**config.mk**
```make
export PLATFORM = sky130hd
export DESIGN_NAME = mem_stage
export DESIGN_NICKNAME = d
export VERILOG_FILES = /design/src/rtl/mem_stage.sv
export SDC_FILE = /design/constraint.sdc
export NUM_CORES = 1
export LEC_CHECK = 0
export ABC_AREA = 1
export CORE_MARGIN = 10
export CORE_UTILIZATION = 46
export DETAILED_ROUTE_END_ITERATION = 10
export PLACE_DENSITY = 0.83
export SLEW_MARGIN = 20
export SYNTH_ARGS = -nofsm -noshare
export SYNTH_HDL_FRONTEND = slang
export SYNTH_SLANG_ARGS = --single-unit
```
**constraint.sdc**
```tcl
create_clock -name clock -period 4.26 [get_ports clock]
set_input_delay 1.278 -clock clock [delete_from_list [all_inputs] [get_ports clock]]
set_output_delay 1.278 -clock clock [all_outputs]
set_load 0.03 [all_outputs]
```
**src/rtl/mem_stage.sv**
```systemverilog
// Memory-access pipeline stage: single-entry bundle register with an FSM that performs at most
// one data-memory load or store, then forms the final writeback data for the WB stage.
module mem_stage #(
    parameter int unsigned XLEN      = 32,
    parameter int unsigned NREG_BITS = 5
) (
    input  logic                 clock,
    input  logic                 reset,

    output logic                 ms_ready,
    input  logic                 ms_valid,
    input  logic [XLEN-1:0]      ms_bits_pc,
    input  logic                 ms_bits_rf_we,
    input  logic [NREG_BITS-1:0] ms_bits_rf_waddr,
    input  logic [XLEN-1:0]      ms_bits_alu_result,
    input  logic                 ms_bits_mem_re,
    input  logic                 ms_bits_mem_we,
    input  logic [1:0]           ms_bits_mem_size,
    input  logic                 ms_bits_mem_unsigned,
    input  logic [XLEN-1:0]      ms_bits_store_data,
    input  logic                 ms_bits_is_break,

    output logic                 ws_valid,
    input  logic                 ws_ready,
    output logic [XLEN-1:0]      ws_bits_pc,
    output logic                 ws_bits_rf_we,
    output logic [NREG_BITS-1:0] ws_bits_rf_waddr,
    output logic [XLEN-1:0]      ws_bits_rf_wdata,
    output logic                 ws_bits_is_break,

    output logic                 dmem_req_valid,
    input  logic                 dmem_req_ready,
    output logic [XLEN-1:0]      dmem_req_addr,
    output logic                 dmem_req_wen,
    output logic [XLEN-1:0]      dmem_req_wdata,
    output logic [3:0]           dmem_req_wstrb,
    input  logic                 dmem_resp_valid,
    input  logic [XLEN-1:0]      dmem_resp_rdata,
    output logic                 dmem_resp_ready
);

    typedef enum logic [1:0] {
        StIdle = 2'd0,
        StReq  = 2'd1,
        StResp = 2'd2,
        StDone = 2'd3
    } state_e;

    state_e state_q, state_d;

    logic [XLEN-1:0]      pc_q, pc_d;
    logic                 rf_we_q, rf_we_d;
    logic [NREG_BITS-1:0] rf_waddr_q, rf_waddr_d;
    logic [XLEN-1:0]      alu_q, alu_d;
    logic                 is_store_q, is_store_d;
    logic [1:0]           size_q, size_d;
    logic                 unsigned_q, unsigned_d;
    logic [XLEN-1:0]      sd_q, sd_d;
    logic                 is_break_q, is_break_d;
    logic [XLEN-1:0]      wdata_q, wdata_d;

    logic            accept;
    logic [1:0]      lane;
    logic [XLEN-1:0] rdata_shifted;
    logic [7:0]      load_byte;
    logic [15:0]     load_half;
    logic [XLEN-1:0] load_data;
    logic [3:0]      store_strb;
    logic [XLEN-1:0] store_wdata;

    assign ms_ready = (state_q == StIdle) | ((state_q == StDone) & ws_ready);
    assign accept   = ms_valid & ms_ready;
    assign lane     = alu_q[1:0];

    // Store lane steering: data replicated across lanes, strobes pick the addressed bytes.
    always_comb begin
        store_strb  = 4'b1111;
        store_wdata = sd_q;
        unique case (size_q)
            2'd0: begin
                store_strb  = 4'b0001 << lane;
                store_wdata = {4{sd_q[7:0]}};
            end
            2'd1: begin
                store_strb  = lane[1] ? 4'b1100 : 4'b0011;
                store_wdata = {2{sd_q[15:0]}};
            end
            default: begin
                store_strb  = 4'b1111;
                store_wdata = sd_q;
            end
        endcase
    end

    // Load extraction from the aligned word; misaligned low bits only pick the lane.
    assign rdata_shifted = dmem_resp_rdata >> {lane, 3'b000};
    assign load_byte     = rdata_shifted[7:0];
    assign load_half     = lane[1] ? dmem_resp_rdata[31:16] : dmem_resp_rdata[15:0];

    always_comb begin
        load_data = dmem_resp_rdata;
        unique case (size_q)
            2'd0: load_data = {{(XLEN-8){load_byte[7] & ~unsigned_q}}, load_byte};
            2'd1: load_data = {{(XLEN-16){load_half[15] & ~unsigned_q}}, load_half};
            default: load_data = dmem_resp_rdata;
        endcase
    end

    always_comb begin
        state_d    = state_q;
        pc_d       = pc_q;
        rf_we_d    = rf_we_q;
        rf_waddr_d = rf_waddr_q;
        alu_d      = alu_q;
        is_store_d = is_store_q;
        size_d     = size_q;
        unsigned_d = unsigned_q;
        sd_d       = sd_q;
        is_break_d = is_break_q;
        wdata_d    = wdata_q;

        unique case (state_q)
            StIdle: ;
            StReq: begin
                if (dmem_req_ready) begin
                    state_d = StResp;
                end
            end
            StResp: begin
                if (dmem_resp_valid) begin
                    state_d = StDone;
                    wdata_d = is_store_q ? alu_q : load_data;
                end
            end
            StDone: begin
                if (ws_ready) begin
                    state_d = StIdle;
                end
            end
            default: state_d = StIdle;
        endcase

        // Accept overrides the DONE->IDLE step so ALU ops stream without a bubble.
        if (accept) begin
            pc_d       = ms_bits_pc;
            rf_we_d    = ms_bits_rf_we;
            rf_waddr_d = ms_bits_rf_waddr;
            alu_d      = ms_bits_alu_result;
            is_store_d = ms_bits_mem_we;
            size_d     = ms_bits_mem_size;
            unsigned_d = ms_bits_mem_unsigned;
            sd_d       = ms_bits_store_data;
            is_break_d = ms_bits_is_break;
            if (ms_bits_mem_re | ms_bits_mem_we) begin
                state_d = StReq;
            end else begin
                state_d = StDone;
                wdata_d = ms_bits_alu_result;
            end
        end
    end

    always_ff @(posedge clock) begin
        if (reset) begin
            state_q    <= StIdle;
            pc_q       <= '0;
            rf_we_q    <= 1'b0;
            rf_waddr_q <= '0;
            alu_q      <= '0;
            is_store_q <= 1'b0;
            size_q     <= 2'd0;
            unsigned_q <= 1'b0;
            sd_q       <= '0;
            is_break_q <= 1'b0;
            wdata_q    <= '0;
        end else begin
            state_q    <= state_d;
            pc_q       <= pc_d;
            rf_we_q    <= rf_we_d;
            rf_waddr_q <= rf_waddr_d;
            alu_q      <= alu_d;
            is_store_q <= is_store_d;
            size_q     <= size_d;
            unsigned_q <= unsigned_d;
            sd_q       <= sd_d;
            is_break_q <= is_break_d;
            wdata_q    <= wdata_d;
        end
    end

    assign dmem_req_valid  = (state_q == StReq);
    assign dmem_req_addr   = alu_q;
    assign dmem_req_wen    = is_store_q;
    assign dmem_req_wdata  = store_wdata;
    assign dmem_req_wstrb  = is_store_q ? store_strb : 4'b0000;
    assign dmem_resp_ready = (state_q == StResp);

    assign ws_valid         = (state_q == StDone);
    assign ws_bits_pc       = pc_q;
    assign ws_bits_rf_we    = rf_we_q;
    assign ws_bits_rf_waddr = rf_waddr_q;
    assign ws_bits_rf_wdata = wdata_q;
    assign ws_bits_is_break = is_break_q;

endmodule

```
==> summary.txt <==
Worst setup path
  – Crit. End Element: output pin
  – Reg-to-reg startpoint: dmem_req_addr[1]
  – Crit path DAT: 2.73 ns
  – Maximum fanout along the worst path: 2
  – CP Cell Sequence: clkdlybuf4s50_1, nand2_1, inv_1, o21ai_2, inv_1, clkdlybuf4s50_1
  – Critical Path Max Stage Delay: 0.67 ns
  – Buf+Inv Stages, Crit Path: 4
  – Delay-heaviest family, CP: buffers and inverters
  – Crit Path Category: input port to output pin
  – Critical R2R Capture: ws_bits_rf_wdata[27]
  – FF-to-FF setup slack: ~2 ns
  – CP required: roughly 3.0 ns
  – Slowest CP cell: clkdlybuf4s50_1
  – Worst setup SP type: input port
  – Worst Reg-to-Reg Cells: 7

Synthesis
  – XOR/XNOR Fraction of Synth Area: 0%
  – Post-Synth Adder-Cell Area: 0%
  – Synthesized area: approximately 6700 um2
  – Synth warn: 0
  – Seq/Total Area, Yosys: 42.20%
  – Seq cells post-synth: 141
  – Synth Instances: 989
  – Unique masters post-synth: 30
  – Area fraction of the dominant cell type after synthesis: 42.20%
  – Post-synthesis mux area share: 0%
  – Fraction of the mapped netlist area in simple logic gates: 20.05%
  – Post-Syn Area per Cell: 6.763 um2
  – Post-synthesis compound-gate area fraction: 25.46%
  – Largest family of logic cells by synthesized area: compound AO/OA/AOI/OAI gates
  – Syn_nets: 1135
  – Synth area leader: dfxtp_1
  – Synth top area cells: dfxtp_1 42%, o21ai_0 11%, a21oi_1 11%

Floorplanning
  – Starting Density: 46.55%
  – Ports: 290
  – Core area: 14370 um2
  – # rows: 44
  – Die height: 140.6 um
  – Die width: around 140 um
  – Die ar.: just under 20000 um2

Clock network
  – Clock Pin Slew Worst Setup and Hold Paths: 0.05 ns
  – Clock sinks: 141
  – Clock buffer depth: 2
  – CTS tree: built
  – Later-pin clock latency in the skew report: 0.42 ns
  – Post-CTS Resized: 0
  – H-Tree Level Count: 4
  – Post-CTS setup buffers: 0
  – Clk root buf: clkbuf_16
  – Hold Buf Count CTS: 0
  – Cts bufs inserted: 17

Routing
  – Vias per cell: 5.239
  – Drt total wl: 25390 um
  – Pre-antenna DRT Iters: 5
  – Drt drc: 0
  – Wirelength per Cell: ~18 um
  – DRT antenna net count: 0
  – Routed via count: 7482
  – Initial DRC Count: 616

Global routing
  – First-pass GRT wire length: 39260 um
  – Vias in the first global route: 7040
  – GRT Total Usage: between 20% and 30%
  – Final global-route overflow total: 0
  – Largest net degree at the start of global routing: 59
  – Initial antenna violation count: 2

STA
  – Setup Total Neg Slack: 0 ns
  – Final Hold Slack: 0.4551 ns
  – F_max: 249.7 MHz
  – Worst slew margin: 48.45%
  – Final setup violation count: 0
  – RSZ-0062 raised after global routing: false
  – Max Slew Vio Count: 0
  – Fin. Hold Viols: 0
  – Period Utilization, post-route: 94.00%
  – Clock Skew: ~0.01 ns
  – Worst-margin pin slew: 0.7704 ns
  – Crit path time final: about 4 ns

Min path
  – WHS Endpoint: sd_q[31]
  – HP Class: flop to flop
  – WHS Path Cells: 2
  – Hold_sp: sd_q[31]

Placed design
  – RD Place Congestion: 0.9227
  – Dpl cells: 1396
  – Port Buffers: 289
  – DP Wirelength: about 19000 um

Pwr
  – P per Cell Area: 695.2 nW/um2
  – Max VDD drop: around 0.00044 V
  – LEAKAGE: 4.199 nW

Outcome
  – Status: complete, no violations

Run
  – Max-cap violations: 0

Cells and area
  – Final std cells w/o fill: 1428
  – Fraction of layout instances using a drive strength above 1: 5.792%
  – Fin nets: 1377
  – Synth-to-Final Area Change: 51.08%
[cell families (layout without fill, tap and decap cells)]
kind of cell           Yosys count  after routing
AND/OR/NAND/NOR                330            330
AO/OA/AOI/OAI                  330            330
flip-flops                     141            141
other                            0              1
buffers and inverters          188            442
[metal layers]
layer	share of wire [%]	GRT usage (%)	up-vias	routed length [um]
li1	-	-	3719	-
met1	39	28.75	3366	10010
met2	46	38.74	347	11680
met3	11	11.02	48	2878
met4	3.2	9.674	2	806
met5	0.079	0	-	20
[power by group]
group	total [mW]	switching, mW	leakage [nW]	internal, mW
combinational	3.59	2.29	2.74	1.30
sequential	1.93	0.217	1.16	1.71
clock	1.50	0.579	0.291	0.925
[placed cells by master, fill, tap and decap left out, drive strengths merged, types with 18 or more instances in the layout]
cell type      Yosys  final
clkdlybuf4s50      0    278
nand2            175    175
o21ai            166    166
a21oi            148    148
dfxtp            141    141
nor2             108    108
inv              107    106
nand3             40     40
buf               54     25
clkbuf            26     18
[stage by stage]
stage               power (mW)  utilization, %  setup slack [ns]  instance area [um2]
CTS                      7.047           70.32            0.2669                10100
detailed placement       5.525           66.22            0.2683                 9515
floorplan                4.156               -             1.166                 6689
global placement         5.481           66.22            0.2849                 9515
global route             7.437           70.33            0.2009                10110
finish                   7.025           70.33            0.2556                10110
[worst reg2reg max path, delay by kind of cell, from the launching register on]
kind / cells / cell delay (ns)
AND/OR/NAND/NOR: 4 / 1.09
buffers and inverters: 2 / 0.35
AO/OA/AOI/OAI: 1 / 0.12
flip-flops: 1 / 0.64
[state kept, by name, indices dropped and copies added, names as in the netlist]
name	cells
size_q	2
ws_bits_rf_we	1
unsigned_q	1
ws_bits_is_break	1
ws_bits_rf_wdata	32
ws_bits_rf_waddr	5
sd_q	32
state_q	2
dmem_req_wen	1
dmem_req_addr	32
ws_bits_pc	32
[worst max-delay path by stage]
stage / startpoint / endpoint / slack [ns] / cells past startpoint
global placement: ws_ready / ms_ready / 0.28 / 6
floorplan: dmem_req_wen / dmem_req_wstrb[1] / 1.17 / 4
finish: ws_ready / ms_ready / 0.26 / 6
global route: ws_ready / ms_ready / 0.20 / 6
CTS: ws_ready / ms_ready / 0.27 / 6
detailed placement: ws_ready / ms_ready / 0.27 / 6
[final cells by class]
type,count,area (um2)
Tap cell,184,230.2
Multi-Input combinational cell,660,3044
Fill cell,1244,4263
Sequential cell,141,2824
Clock buffer,18,439.2
Antenna cell,1,2.502
Inverter,108,409.1
Clock inverter,13,148.9
Timing Repair Buffer,303,3008
[synthesized netlist by cell type]
master / instances
nand2_1: 172
o21ai_0: 153
a21oi_1: 148
dfxtp_1: 141
inv_1: 105
nor2_1: 103
nand3_1: 39
buf_2: 35
clkbuf_1: 25
o21ai_1: 12
buf_4: 9
o221ai_1: 8
buf_1: 5
buf_6: 5
nand4_1: 4
nor2_2: 4
a21boi_0: 3
nand2_2: 3
inv_2: 2
o211ai_1: 2
o22ai_1: 2
a211oi_1: 1
clkbuf_2: 1
clkinv_1: 1
nand3_2: 1
nand4_2: 1
nor2_4: 1
nor3_1: 1
o21ai_2: 1
or2_2: 1
(Power assumes the default switching activity.)
